File: config.mk
export PLATFORM = sky130hd
export DESIGN_NAME = matrix_unload_aes
export DESIGN_NICKNAME = d
export VERILOG_FILES = /design/src/rtl/aes_pkg.sv /design/src/rtl/aes_row_addkey.sv /design/src/rtl/matrix_unload_aes.sv
export SDC_FILE = /design/constraint.sdc
export NUM_CORES = 1
export LEC_CHECK = 0
export CAP_MARGIN = 0
export CORE_AREA = 2 2 191 193
export CTS_CLUSTER_SIZE = 16
export DETAILED_ROUTE_END_ITERATION = 6
export DIE_AREA = 0 0 193 195
export GPL_TIMING_DRIVEN = 0
export SYNTH_ARGS = -nofsm -noshare
export SYNTH_HDL_FRONTEND = slang
export SYNTH_SLANG_ARGS = --single-unit
export TNS_END_PERCENT = 5
File: constraint.sdc
create_clock -name clk_in -period 27.3 [get_ports clk_in]
set_clock_uncertainty 0.05 [all_clocks]
set_input_delay 5.46 -clock clk_in [delete_from_list [all_inputs] [get_ports clk_in]]
set_output_delay 5.46 -clock clk_in [all_outputs]
set_load 0.02 [all_outputs]
File: src/rtl/aes_pkg.sv
// rtl/aes_pkg.sv - Shared AES matrix types, FSM encodings and slice helpers.
package aes_pkg;
  localparam int AES_BYTE_W  = 8;
  localparam int AES_NROWS   = 4;
  localparam int AES_WORD_W  = 32;
  localparam int AES_STATE_W = AES_NROWS * AES_WORD_W;

  typedef enum logic [1:0] {
    ST_IDLE   = 2'd0,
    ST_ADDKEY = 2'd1,
    ST_SEND   = 2'd2
  } aes_state_e;

  typedef logic [AES_NROWS-1:0][AES_WORD_W-1:0] aes_matrix_t;

  // Row k of a flat state occupies the MSB-first 32-bit slot k.
  function automatic logic [AES_WORD_W-1:0] aes_row(input logic [AES_STATE_W-1:0] st,
                                                    input int k);
    return st[AES_STATE_W-1-AES_WORD_W*k -: AES_WORD_W];
  endfunction

  function automatic logic [AES_BYTE_W-1:0] aes_byte(input logic [AES_WORD_W-1:0] w,
                                                     input int c);
    return w[AES_WORD_W-1-AES_BYTE_W*c -: AES_BYTE_W];
  endfunction
endpackage

File: src/rtl/aes_row_addkey.sv
// rtl/aes_row_addkey.sv - One row of AddRoundKey: byte-wise XOR with a key word when enabled.
module aes_row_addkey
  import aes_pkg::*;
(
  input  logic                  en_in,
  input  logic [AES_WORD_W-1:0] row_in,
  input  logic [AES_WORD_W-1:0] key_in,
  output logic [AES_WORD_W-1:0] row_out
);
  always_comb begin
    row_out = row_in;
    if (en_in) begin
      for (int c = 0; c < AES_WORD_W / AES_BYTE_W; c++) begin
        row_out[AES_WORD_W-1-AES_BYTE_W*c -: AES_BYTE_W] = aes_byte(row_in, c) ^ aes_byte(key_in, c);
      end
    end
  end
endmodule

File: src/rtl/matrix_unload_aes.sv
// rtl/matrix_unload_aes.sv - Captures a finished AES state, optionally adds the last round key,
// and streams it out as four row words over valid/ready.
module matrix_unload_aes
  import aes_pkg::*;
#(
  parameter bit ZEROIZE   = 1'b1,
  parameter bit ROW_ORDER = 1'b0
) (
  input  logic                   clk_in,
  input  logic                   rst_in,
  input  logic                   en_in,
  input  logic                   st_valid_in,
  output logic                   st_ready_out,
  input  logic [AES_STATE_W-1:0] state_in,
  input  logic                   add_key_in,
  input  logic [AES_WORD_W-1:0]  key0_in,
  input  logic [AES_WORD_W-1:0]  key1_in,
  input  logic [AES_WORD_W-1:0]  key2_in,
  input  logic [AES_WORD_W-1:0]  key3_in,
  output logic                   data_valid_out,
  input  logic                   data_ready_in,
  output logic [AES_WORD_W-1:0]  data_out,
  output logic                   last_out,
  output logic                   busy_out
);
  aes_state_e  state_q, state_d;
  logic [1:0]  idx_q, idx_d;
  aes_matrix_t matrix_q, matrix_d;
  aes_matrix_t key_q, key_d;
  aes_matrix_t keyed;
  logic [1:0]  row_sel;
  logic        xfer;

  for (genvar g = 0; g < AES_NROWS; g++) begin : g_row
    aes_row_addkey u_addkey (
      .en_in   (state_q == ST_ADDKEY),
      .row_in  (matrix_q[g]),
      .key_in  (key_q[g]),
      .row_out (keyed[g])
    );
  end

  always_ff @(posedge clk_in or posedge rst_in) begin
    if (rst_in) begin
      state_q  <= ST_IDLE;
      idx_q    <= '0;
      matrix_q <= '0;
      key_q    <= '0;
    end else begin
      state_q  <= state_d;
      idx_q    <= idx_d;
      matrix_q <= matrix_d;
      key_q    <= key_d;
    end
  end

  always_comb begin
    state_d        = state_q;
    idx_d          = idx_q;
    matrix_d       = matrix_q;
    key_d          = key_q;
    st_ready_out   = (state_q == ST_IDLE);
    busy_out       = (state_q != ST_IDLE);
    // en_in low masks the word without disturbing idx, so it is re-presented later.
    data_valid_out = en_in && (state_q == ST_SEND);
    row_sel        = ROW_ORDER ? ~idx_q : idx_q;
    data_out       = data_valid_out ? matrix_q[row_sel] : '0;
    last_out       = data_valid_out && (idx_q == 2'd3);
    xfer           = data_valid_out && data_ready_in;

    if (en_in) begin
      case (state_q)
        ST_IDLE: begin
          if (st_valid_in) begin
            matrix_d = {aes_row(state_in, 3), aes_row(state_in, 2),
                        aes_row(state_in, 1), aes_row(state_in, 0)};
            key_d    = {key3_in, key2_in, key1_in, key0_in};
            idx_d    = 2'd0;
            state_d  = add_key_in ? ST_ADDKEY : ST_SEND;
          end
        end
        ST_ADDKEY: begin
          matrix_d = keyed;
          state_d  = ST_SEND;
        end
        ST_SEND: begin
          if (xfer) begin
            idx_d = idx_q + 2'd1;
            if (idx_q == 2'd3) begin
              state_d = ST_IDLE;
              if (ZEROIZE) matrix_d = '0;
            end
          end
        end
        default: state_d = ST_IDLE;
      endcase
    end
  end
endmodule

==> results of run 1 <==
-- cell usage after synthesis, drive strengths merged --
cell / number / area (um^2)
nor2b: 2 / 12.51
a22o: 128 / 1121
inv: 263 / 987.2
buf: 82 / 526.8
a21o: 1 / 7.510
nand2b: 1 / 6.260
dfrtp: 260 / 6506
clkbuf: 42 / 157.7
mux4: 32 / 720.7
and2b: 1 / 7.510
and3: 2 / 17.52
mux2i: 1 / 10.01
ha: 5 / 62.56
and2: 33 / 206.5
a21bo: 1 / 10.01
a21oi: 1 / 5.000
o21ai: 2 / 10.01
nand3: 4 / 20.02
o32ai: 128 / 1121
o2111ai: 128 / 1121
a2111oi: 1 / 8.760
nand2: 1 / 3.750
o221ai: 2 / 17.52
mux2: 128 / 1441
-- stage by stage --
step / power, W / setup slack (ns) / cells / instance area (um^2)
finish: 0.002053 / 13.83 / 2065 / 18730
global route: 0.002174 / 13.74 / 2065 / 18730
CTS: 0.002052 / 13.83 / 2065 / 18730
detailed placement: 0.001630 / 13.84 / 2009 / 17720
global placement: 0.001606 / 10.80 / 2007 / 17660
floorplan: 0.001312 / 14.63 / 1249 / 14110
-- cell type report --
type,count,area [um^2]
buffer,124,684.4
clock buffer,42,887.1
clock inverter,14,122.6
fill,3188,16670
inverter,263,994.7
multi-input combinational,602,5931
sequential,260,6506
tap,461,576.8
timing repair buffer,299,3028
-- cell families (layout without fill, tap and decap cells) --
kind of cell,after synthesis,in the layout,share of synthesized area (%)
buf+inv,387,742,11.85
compound gates,392,392,24.26
simple gates,44,44,1.942
flops,260,260,46.12
mux,161,161,15.40
fa+ha+maj,5,5,0.4434
-- routing by layer --
metal	GRT usage (%)	vias to the layer above
met2	41.84	516
met4	6.706	0
li1	-	5387
met3	2.965	73
met1	38.17	6117
met5	0	-
-- power by group through the flow --
stage	logic, W	registers [W]	clock network [W]
2_1_floorplan	0.000647	0.000665	0
3_3_place_gp	0.000880	0.000726	0
3_5_place_dp	0.000901	0.000729	0
4_1_cts	0.000905	0.000725	0.000422
5_1_grt	0.000986	0.000750	0.000438
6_report	0.000908	0.000730	0.000415
-- worst reg2reg max path, delay by kind of cell, from the launching register on --
kind                       cells  cell delay [ns]
and+or+nand+nor                1             0.12
buffers and inverters          3             1.06
adders and majority gates      1             0.32
AOI/OAI and AO/OA              2             0.44
DFF                            1             0.41
-- final timing paths --
path / from / to / slack (ns)
max: en_in / data_out[19] / 13.83
min: matrix_q[122]$_DFFE_PP0P_ / matrix_q[122]$_DFFE_PP0P_ / 0.48
max reg2reg: state_q[0]$_DFFE_PP0P_ / matrix_q[104]$_DFFE_PP0P_ / 24.79
min reg2reg: matrix_q[122]$_DFFE_PP0P_ / matrix_q[122]$_DFFE_PP0P_ / 0.48
max in group asynchronous: rst_in / key_q[64]$_DFFE_PP0P_ / 21.12
min in group asynchronous: rst_in / matrix_q[6]$_DFFE_PP0P_ / 5.18
-- flip-flops by register name, summed over array words and instances, names as in the netlist --
signal and count:
matrix_q 128, idx_q 2, state_q 2, key_q 128
==> impl_metrics.sql, run 1 <==
INSERT INTO impl_metrics (metric_group, metric, value, unit) VALUES
('timing', 'final.hold.worst_slack', '0.4752', 'ns'),
('floorplan', 'initial_utilization', '39.86', '%'),
('detailed_routing', 'totalWireLength', '49990', 'um'),
('floorplan', 'die_x', '193', 'um'),
('pwr', 'switching_share_of_total_power', '39.72', '%'),
('global_routing', 'grt_util_all_layers', '26.27', '%'),
('cts', 'clkTransAtPathRegs', '0.06', 'ns'),
('worst_setup_path', 'worstSetupPathDepth', '5', ''),
('timing', 'finalMaxSlewViolations', '0', ''),
('worst_setup_path', 'critical-path-max-stage-delay', '0.63', 'ns'),
('finish', 'finalNetCount', '1847', ''),
('run', 'max-cap-violations', '0', ''),
('cts', 'tritoncts', 'yes', ''),
('worst_setup_path', 'path_max_fanout', '10', ''),
('floorplan', 'row_count', '69', ''),
('cts', 'worstSkewPairLatency', '0.56', 'ns'),
('detailed_routing', 'detailedRoute.firstIterationViolations', '1159', ''),
('cts', 'cts-buffers-inserted', '30', ''),
('hold_path', 'min_delay_path_depth', '1', ''),
('synthesis', 'yosys_register_bits', '260', ''),
('worst_setup_path', 'timing.critical_path.cells', 'clkdlybuf4s50_1 > and2_0 > clkbuf_1 > and2_1 > clkdlybuf4s50_1', ''),
('synthesis', 'yosysWarningCount', '0', ''),
('global_routing', 'initial_antenna_violation_count', '0', ''),
('global_routing', 'grt_pass1_vias', '12130', ''),
('synthesis', 'postSynthCellCount', '1249', ''),
('global_routing', 'gr-total-overflow', '0', ''),
('worst_setup_path', 'timing.setup.critical_path_class', 'in2out', ''),
('cts', 'number_of_buffers_added_for_setup_after_cts', '0', ''),
('finish', 'layout_commonest_cell', 'sky130_fd_sc_hd__clkdlybuf4s50_1', ''),
('worst_setup_path', 'rr_worst_depth', '7', ''),
('synthesis', 'yosysUniqueCellTypes', '28', ''),
('timing', 'slew_headroom', '42.79', '%'),
('cts', 'tritoncts_sink_count', '260', ''),
('floorplan', 'die-area', '37640', 'um^2'),
('finish', 'area_growth', '32.76', '%'),
('finish', 'antenna_cells', '0', ''),
('placement', 'gp_routability_congestion', '0.8870', ''),
('timing', 'layout_worst_path_cycle_share', '49.34', '%'),
('detailed_routing', 'detail_route.first_pass.iterations', '7', ''),
('pwr', 'leakage', '8.359', 'nW'),
('cts', 'clockBufferDepth', '3', ''),
('pwr', 'power.combinational.fraction', '44.2', '%'),
('placement', 'buffer_ports.inserted', '297', ''),
('detailed_routing', 'detailroute.wirelength.met2', '23210', 'um'),
('worst_setup_path', 'timing.critical_path.slowest_stage_cell', 'sky130_fd_sc_hd__clkdlybuf4s50_1', ''),
('global_routing', 'grt_pass1_wl', '74900', 'um'),
('synthesis', 'synth.net_count', '1516', ''),
('timing', 'fmaxAchievable', '0.07424', 'GHz'),
('global_routing', 'largest_net_degree_at_the_start_of_global_routing', '124', ''),
('timing', 'setup_viol_count_final', '0', ''),
('pwr', 'power_report.internal_total', '0.001238', 'W'),
('worst_setup_path', 'worstPathBufferInverterCount', '3', ''),
('pwr', 'irDropWorstVdd', '62.71', 'uV'),
('synthesis', 'synth.cell_area', '14110', 'um^2'),
('synthesis', 'yosysSeqAreaShare', '46.12', '%'),
('synthesis', 'postSynthAreaPerCell', '11.30', 'um^2'),
('status', 'outcome', 'completed', ''),
('detailed_routing', 'postRouteAntennaNets', '0', ''),
('floorplan', 'io-pin-count', '298', ''),
('detailed_routing', 'drc', '0', ''),
('floorplan', 'die-height', '195', 'um'),
('worst_setup_path', 'data_arrival_time_at_the_worst_slack_endpoint', '7.96', 'ns'),
('worst_setup_path', 'startpoint_type', 'input pin', ''),
('timing', 'grt_setup_unrepaired', 'no', ''),
('detailed_routing', 'vias', '12090', ''),
('detailed_routing', 'dr_wl_met3', '3274', 'um'),
('cts', 'clock_tree.htree_level_count', '1', ''),
('cts', 'number_of_gates_resized_after_cts', '0', ''),
('pwr', 'p_per_area', '109.6', 'nW/um^2'),
('floorplan', 'core_region_area', '35400', 'um^2'),
('finish', 'mostFrequentLayoutCells', 'sky130_fd_sc_hd__clkdlybuf4s50_1, sky130_fd_sc_hd__inv_1, sky130_fd_sc_hd__dfrtp_1', '');
No activity file was read; power rests on OpenSTA's default activity.
==> run 2: changes to the inputs <==
==> constraint.sdc (replaced) <==
create_clock -name clk_in -period 14.1 [get_ports clk_in]
set_clock_uncertainty 0.05 [all_clocks]
set_input_delay 2.82 -clock clk_in [delete_from_list [all_inputs] [get_ports clk_in]]
set_output_delay 2.82 -clock clk_in [all_outputs]
set_load 0.02 [all_outputs]
==> results of run 2 <==
Same layout as run 1 (identical final DEF). Status: completed.
Among the figures that moved: setup slack after placement 13.84 ns -> 5.919 ns; setup slack after layout 13.83 ns -> 5.910 ns; register-to-register setup slack 24.79 ns -> 11.59 ns; total power 0.002053 W -> 0.003976 W; worst IR drop on VDD 62.71 uV -> 121.4 uV
